## src/rtl/cabin_call_pkg.sv

```systemverilog
// Shared types and defaults for the cabin call arbiter: FSM state encoding,
// default parameter values and the seat-index width helper.
package cabin_call_pkg;

    typedef enum logic [1:0] {
        IDLE    = 2'd0,
        ALERT   = 2'd1,
        SERVING = 2'd2
    } state_t;

    localparam int DEF_N_SEATS       = 4;
    localparam int DEF_CHIME_CYCLES  = 4;
    localparam int DEF_REMIND_CYCLES = 16;

    // Width of a seat index; never narrower than one bit.
    function automatic int seat_w(input int n);
        return (n <= 2) ? 1 : $clog2(n);
    endfunction

endpackage

```

## src/rtl/cabin_call_arbiter_rr_pick.sv

```systemverilog
// Combinational round-robin picker: first set request at or after ptr,
// wrapping modulo N.
module rr_pick
    import cabin_call_pkg::*;
#(
    parameter  int N = DEF_N_SEATS,
    localparam int W = seat_w(N)
) (
    input  logic [N-1:0] req,
    input  logic [W-1:0] ptr,
    output logic         found,
    output logic [W-1:0] idx
);

    logic [W-1:0] cand;

    // Scan from the farthest offset down so the nearest hit is written last.
    always_comb begin
        found = 1'b0;
        idx   = '0;
        cand  = '0;
        for (int k = N - 1; k >= 0; k--) begin
            cand = W'((int'(ptr) + k) % N);
            if (req[cand]) begin
                found = 1'b1;
                idx   = cand;
            end
        end
    end

endmodule

```

## src/rtl/cabin_call_arbiter.sv

```systemverilog
// Shares one cabin attendant among N_SEATS call buttons: latches call lights,
// grants seats round-robin, chimes on each grant and reminds while unacked.
module cabin_call_arbiter
    import cabin_call_pkg::*;
#(
    parameter  int N_SEATS       = DEF_N_SEATS,
    parameter  int CHIME_CYCLES  = DEF_CHIME_CYCLES,
    parameter  int REMIND_CYCLES = DEF_REMIND_CYCLES,
    localparam int SW            = seat_w(N_SEATS)
) (
    input  logic               clk,
    input  logic               rst,
    input  logic [N_SEATS-1:0] call,
    input  logic [N_SEATS-1:0] cncl,
    output logic [N_SEATS-1:0] L,
    output logic               grant_valid,
    output logic [SW-1:0]      grant_id,
    output logic               chime,
    output logic               serving,
    input  logic               ack,
    input  logic               done
);

    localparam int CW = $clog2(CHIME_CYCLES + 1);
    localparam int RW = $clog2(REMIND_CYCLES + 1);

    state_t             state_q;
    logic [N_SEATS-1:0] l_q, l_d;
    logic               grant_valid_q;
    logic [SW-1:0]      grant_id_q;
    logic               serving_q;
    logic [SW-1:0]      ptr_q;
    logic [CW-1:0]      chime_cnt_q;
    logic [RW-1:0]      remind_cnt_q;

    logic               pick_found;
    logic [SW-1:0]      pick_idx;
    logic [SW-1:0]      next_ptr;
    logic               in_serving;

    assign in_serving = (state_q == SERVING);
    assign next_ptr   = (grant_id_q == SW'(N_SEATS - 1)) ? '0 : grant_id_q + SW'(1);

    // Cancel beats call; while serving, the granted seat's call is ignored
    // and done clears its light.
    generate
        for (genvar gi = 0; gi < N_SEATS; gi++) begin : g_pend
            logic own;
            assign own     = (grant_id_q == SW'(gi));
            assign l_d[gi] = ~cncl[gi]
                           & ~(in_serving & done & own)
                           & (l_q[gi] | (call[gi] & ~(in_serving & own)));
        end
    endgenerate

    rr_pick #(
        .N (N_SEATS)
    ) u_rr_pick (
        .req   (l_q),
        .ptr   (ptr_q),
        .found (pick_found),
        .idx   (pick_idx)
    );

    always_ff @(posedge clk) begin
        if (rst) begin
            state_q       <= IDLE;
            l_q           <= '0;
            grant_valid_q <= 1'b0;
            grant_id_q    <= '0;
            serving_q     <= 1'b0;
            ptr_q         <= '0;
            chime_cnt_q   <= '0;
            remind_cnt_q  <= '0;
        end else begin
            l_q <= l_d;
            if (chime_cnt_q != '0) begin
                chime_cnt_q <= chime_cnt_q - CW'(1);
            end
            case (state_q)
                IDLE: begin
                    if (pick_found) begin
                        state_q       <= ALERT;
                        grant_id_q    <= pick_idx;
                        grant_valid_q <= 1'b1;
                        chime_cnt_q   <= CW'(CHIME_CYCLES);
                        remind_cnt_q  <= RW'(REMIND_CYCLES);
                    end
                end
                ALERT: begin
                    if (cncl[grant_id_q]) begin
                        state_q       <= IDLE;
                        grant_valid_q <= 1'b0;
                        ptr_q         <= next_ptr;
                    end else if (ack) begin
                        state_q   <= SERVING;
                        serving_q <= 1'b1;
                    end else if (remind_cnt_q <= RW'(1)) begin
                        // Reminder expires on this edge: repeat the chime.
                        chime_cnt_q  <= CW'(CHIME_CYCLES);
                        remind_cnt_q <= RW'(REMIND_CYCLES);
                    end else begin
                        remind_cnt_q <= remind_cnt_q - RW'(1);
                    end
                end
                SERVING: begin
                    if (done) begin
                        state_q       <= IDLE;
                        grant_valid_q <= 1'b0;
                        serving_q     <= 1'b0;
                        ptr_q         <= next_ptr;
                    end
                end
                default: state_q <= IDLE;
            endcase
        end
    end

    assign L           = l_q;
    assign grant_valid = grant_valid_q;
    assign grant_id    = grant_id_q;
    assign chime       = (chime_cnt_q != '0);
    assign serving     = serving_q;

endmodule
```

## config.mk

```make
export PLATFORM = sky130hd
export DESIGN_NAME = cabin_call_arbiter
export DESIGN_NICKNAME = d
export VERILOG_FILES = /design/src/rtl/cabin_call_pkg.sv /design/src/rtl/cabin_call_arbiter_rr_pick.sv /design/src/rtl/cabin_call_arbiter.sv
export SDC_FILE = /design/constraint.sdc
export NUM_CORES = 1
export LEC_CHECK = 0
export ABC_CLOCK_PERIOD_IN_PS = 2000
export BUFFER_PORTS_ARGS = -buffer_cell sky130_fd_sc_hd__buf_2
export CAP_MARGIN = 25
export CORE_MARGIN = 2
export CORE_UTILIZATION = 45
export CTS_BUF_LIST = sky130_fd_sc_hd__clkbuf_4
export DETAILED_ROUTE_END_ITERATION = 7
export GPL_TIMING_DRIVEN = 0
export MAX_ROUTING_LAYER = met4
export PLACE_DENSITY_LB_ADDON = 0.25
export SLEW_MARGIN = 15
export SYNTH_ARGS = -nofsm -noshare
export SYNTH_HDL_FRONTEND = slang
export SYNTH_SLANG_ARGS = --single-unit
```

## constraint.sdc

```tcl
create_clock -name clk -period 2 [get_ports clk]
set_input_delay 0.4 -clock clk [delete_from_list [all_inputs] [get_ports clk]]
set_output_delay 0.4 -clock clk [all_outputs]
set_load 0.05 [all_outputs]
```

==> impl_table.tex <==
\begin{tabular}{lr}
\hline
Metric & Value \\
\hline
\multicolumn{2}{l}{\textbf{Setup path}} \\
\quad Critical path data required time & 1.60 ns \\
\quad Delay contributed by the slowest stage of the critical path & about 0.36 ns \\
\quad Reg-to-reg critical path startpoint & grant\_id[0] \\
\quad Setup CP Type & register to output port \\
\quad Worst-path fanout max & 4 \\
\quad Cell Chain, Critical Path & inv\_1, ha\_1, nand2b\_1, buf\_2 \\
\quad R2R depth & 5 \\
\quad Buffer and inverter count on the worst path & 2 \\
\quad Register-to-register path setup slack & roughly 0.24 ns \\
\quad Critical-path cell with the highest stage delay & sky130\_fd\_sc\_hd\_\_dfxtp\_1 \\
\quad Terminus of the critical flop-to-flop path & ptr\_q[1] \\
\quad Data arrival time of the critical path & roughly 1.4 ns \\
\quad Cell family contributing the most delay on the critical path & flip-flops \\
\quad Endpoint type of the worst setup path & output port \\
\quad Crit path launch type & register \\
\multicolumn{2}{l}{\textbf{GRT}} \\
\quad GRT Total Usage & 0.181 \\
\quad Pin count of the biggest net entering global routing & 13 \\
\quad Number of global-route vias before repair & about 1000 \\
\quad Grt total ovfl & 0 \\
\quad Global-route wire length before repair & around 4400 µm \\
\quad Antenna violations before repair & 0 \\
\multicolumn{2}{l}{\textbf{Hold path}} \\
\quad Start point of the worst min-delay path & cncl[2] \\
\quad Worst hold path type & input pin to register \\
\quad Terminating pin of the worst hold path & L[2] \\
\quad Number of stages on the worst hold path & 2 \\
\multicolumn{2}{l}{\textbf{Yosys}} \\
\quad Average cell area after synthesis & between 8 and 9 µm² \\
\quad YS warnings & 0 \\
\quad Net Count, Synth & 172 \\
\quad Post-synth design cell area & $\sim$1200 µm² \\
\quad Number of enable-type register cells in the synthesized netlist & 0 \\
\quad Distinct cells, synth & 35 \\
\quad Gate count of the mapped netlist & about 150 \\
\quad Ys async rst share & 0 \\
\quad Most used flip-flop cell after synthesis & sky130\_fd\_sc\_hd\_\_dfxtp\_1 \\
\quad Sequential share of the synthesized area & 0.325 \\
\quad Post-synthesis sequential element count & 20 \\
\multicolumn{2}{l}{\textbf{Placed design}} \\
\quad Number of cells in the design after placement & just under 200 \\
\quad I/O Buffers & 20 \\
\quad Placer Congestion & between 0.8 and 0.9 \\
\quad Total half-perimeter wirelength after legalization and detailed placement & around 2100 µm \\
\multicolumn{2}{l}{\textbf{Clock tree}} \\
\quad Clock Latency Late Sink & around 0.31 ns \\
\quad Max clock buf depth & 2 \\
\quad Clock sink count & 20 \\
\quad Root buffer selected by CTS & sky130\_fd\_sc\_hd\_\_clkbuf\_4 \\
\quad Total clock buffers created by CTS & 3 \\
\quad Total number of H-tree levels & 1 \\
\quad Clock tree from TritonCTS & yes \\
\quad PostCTS Resize Cnt & 0 \\
\quad Reg clk slew, reported paths & around 0.12 ns \\
\multicolumn{2}{l}{\textbf{STA}} \\
\quad Worst slew pin tran & between 0.5 and 0.6 ns \\
\quad Setup repair after global routing missed its margin & false \\
\quad Final Critical Period & roughly 1.8 ns \\
\quad Max-slew headroom & 0.617 \\
\quad Hold Fails Final Rpt & 0 \\
\quad Maximum clock rate & 0.549 GHz \\
\quad Final Skew & around 0.0050 ns \\
\quad Accumulated negative setup slack & 0 ns \\
\quad Max Transition Viols Final & 0 \\
\quad Share of the clock period used by the worst path after layout & 0.911 \\
\quad Final count of negative-setup-slack endpoints & 0 \\
\multicolumn{2}{l}{\textbf{Routing}} \\
\quad Average wire per cell in the routed design & $\sim$13 µm \\
\quad \# DRC & 0 \\
\quad Residual antenna-violating net count after detailed routing & 0 \\
\quad Final Routed Wirelength & between 2000 and 3000 µm \\
\quad First-pass iteration count of the detailed router & 4 \\
\quad Total via count in the routed design & 1077 \\
\quad Detailed router's first-iteration violation count & 35 \\
\quad Avg Vias per Cell & about 5.4 \\
\multicolumn{2}{l}{\textbf{Layout}} \\
\quad Area added between synthesis and finish & 15.1\% \\
\quad Fill cell total of the finished layout & between 200 and 300 \\
\quad N\_diodes & 0 \\
\quad FF+latch area & about 400 µm² \\
\quad Number of standard cells in the final layout excluding fillers & 201 \\
\quad Area of the multi-input gates & 749 µm² \\
\quad Layout cells sized above 1 & 0.187 \\
\quad Count of nets after finishing & slightly below 200 \\
\multicolumn{2}{l}{\textbf{Die}} \\
\quad Initial Util & 0.485 \\
\quad Row count & 18 \\
\quad Height of the die & between 50 and 60 µm \\
\quad Core Region & 2540 µm² \\
\quad Die outline area & between 3000 and 4000 µm² \\
\quad Die width & $\sim$56 µm \\
\quad Boundary pin count & 21 \\
\multicolumn{2}{l}{\textbf{Flow run}} \\
\quad Max capacitance violation total & 0 \\
\multicolumn{2}{l}{\textbf{Run status}} \\
\quad Status & finished, final reports clean \\
\multicolumn{2}{l}{\textbf{Power}} \\
\quad Largest vdd supply drop & 848 µV \\
\quad Pwr/cell area & 1390 nW/µm² \\
\quad Pleak & 0.623 nW \\
\hline
\end{tabular}
==> per-layer routing <==
metal | share of wire | vias to the layer above | GRT usage
met5 | 0 | - | -
met2 | 0.45 | 23 | 0.284
met4 | 0.023 | 0 | 0.0918
li1 | - | 563 | -
met3 | 0.035 | 8 | 0.0207
met1 | 0.49 | 483 | 0.231
==> where the power goes <==
part / switching [mW] / leakage (nW) / internal, mW
clock: 0.134 / 0.0279 / 0.203
combinational: 0.642 / 0.431 / 0.412
sequential: 0.0899 / 0.165 / 0.498
==> worst register-to-register path: cells and delay by family (launching register included) <==
family / cells / cell delay, ns
flops: 1 / 0.42
compound gates: 1 / 0.25
simple gates: 1 / 0.05
buf+inv: 1 / 0.15
mux: 2 / 0.77
==> how the worst max path moves through the flow <==
stage                         startpoint          to  slack (ns)  cells after the start
after floorplan              grant_id[0]    ptr_q[1]        0.03                      5
after global placement        state_q[1]    ptr_q[0]        0.20                      8
after detailed placement      state_q[1]    ptr_q[0]        0.18                      8
after CTS                     state_q[1]    ptr_q[0]        0.11                      8
after global routing          state_q[0]  state_q[0]        0.09                      7
final                     chime_cnt_q[0]       chime        0.18                      4
==> flip-flops by register name, indices dropped and copies added (netlist names) <==
signal	flops
state_q	2
grant_valid	1
ptr_q	2
chime_cnt_q	3
remind_cnt_q	5
grant_id	2
serving	1
L	4
==> layout by cell type (no fill, tap or decap), types with 5 or more instances in the layout <==
master	count
sky130_fd_sc_hd__dfxtp_1	20
sky130_fd_sc_hd__xnor2_1	5
sky130_fd_sc_hd__buf_2	21
sky130_fd_sc_hd__o21ai_0	9
sky130_fd_sc_hd__inv_1	16
sky130_fd_sc_hd__a211oi_1	5
sky130_fd_sc_hd__ha_1	12
sky130_fd_sc_hd__a21oi_1	10
sky130_fd_sc_hd__nor2_1	17
sky130_fd_sc_hd__nand2_1	9
==> through the flow <==
step	area [µm²]	hold WS, ns	worst slack (ns)	total power, mW	util
5_1_grt	1420	0.268	0.0937	2.15	0.558
2_1_floorplan	1230	0.471	0.0324	1.44	-
3_5_place_dp	1370	0.499	0.182	1.65	0.539
3_3_place_gp	1370	0.487	0.198	1.62	0.539
6_report	1420	0.261	0.178	1.98	0.558
4_1_cts	1420	0.261	0.114	2.00	0.559
==> repair_timing <==
| item | in CTS | in global routing |
|---|---|---|
| setup endpoints to repair | 0 | 1 |
| buffers inserted | 0 | 0 |
| hold buffers | 0 | 0 |
==> cell families after synthesis <==
| kind of cell | share of synthesized area |
|---|---|
| mux | 0.0507 |
| fa+ha+maj | 0.122 |
| simple gates | 0.178 |
| xor+xnor | 0.0355 |
| buf+inv | 0.0680 |
| flops | 0.325 |
| compound gates | 0.221 |
==> cell type report <==
class,count,share of cell area
multi-input combinational,108,0.528
sequential,20,0.282
timing repair buffer,20,0.0705
buffer,3,0.0141
clock inverter,1,0.0211
inverter,16,0.0423
clock buffer,3,0.0159
tap,30,0.0264
==> cells in the mapped netlist, drive strengths merged, types with 2 or more instances <==
master | count | area [µm²]
o21ai | 11 | 58.8
o211ai | 2 | 20.0
a211oi | 6 | 50.1
clkbuf | 2 | 7.51
or3 | 4 | 25.0
nor3 | 4 | 20.0
nor3b | 2 | 15.0
ha | 12 | 150
a21o | 3 | 22.5
o221ai | 2 | 17.5
nor2 | 18 | 75.1
dfxtp | 20 | 400
a31oi | 3 | 18.8
mux2i | 4 | 40.0
nor4 | 2 | 12.5
nand2 | 9 | 33.8
buf | 2 | 16.3
nand2b | 3 | 18.8
xnor2 | 5 | 43.8
inv | 16 | 60.1
a21oi | 10 | 50.1
(Power assumes the default switching activity.)
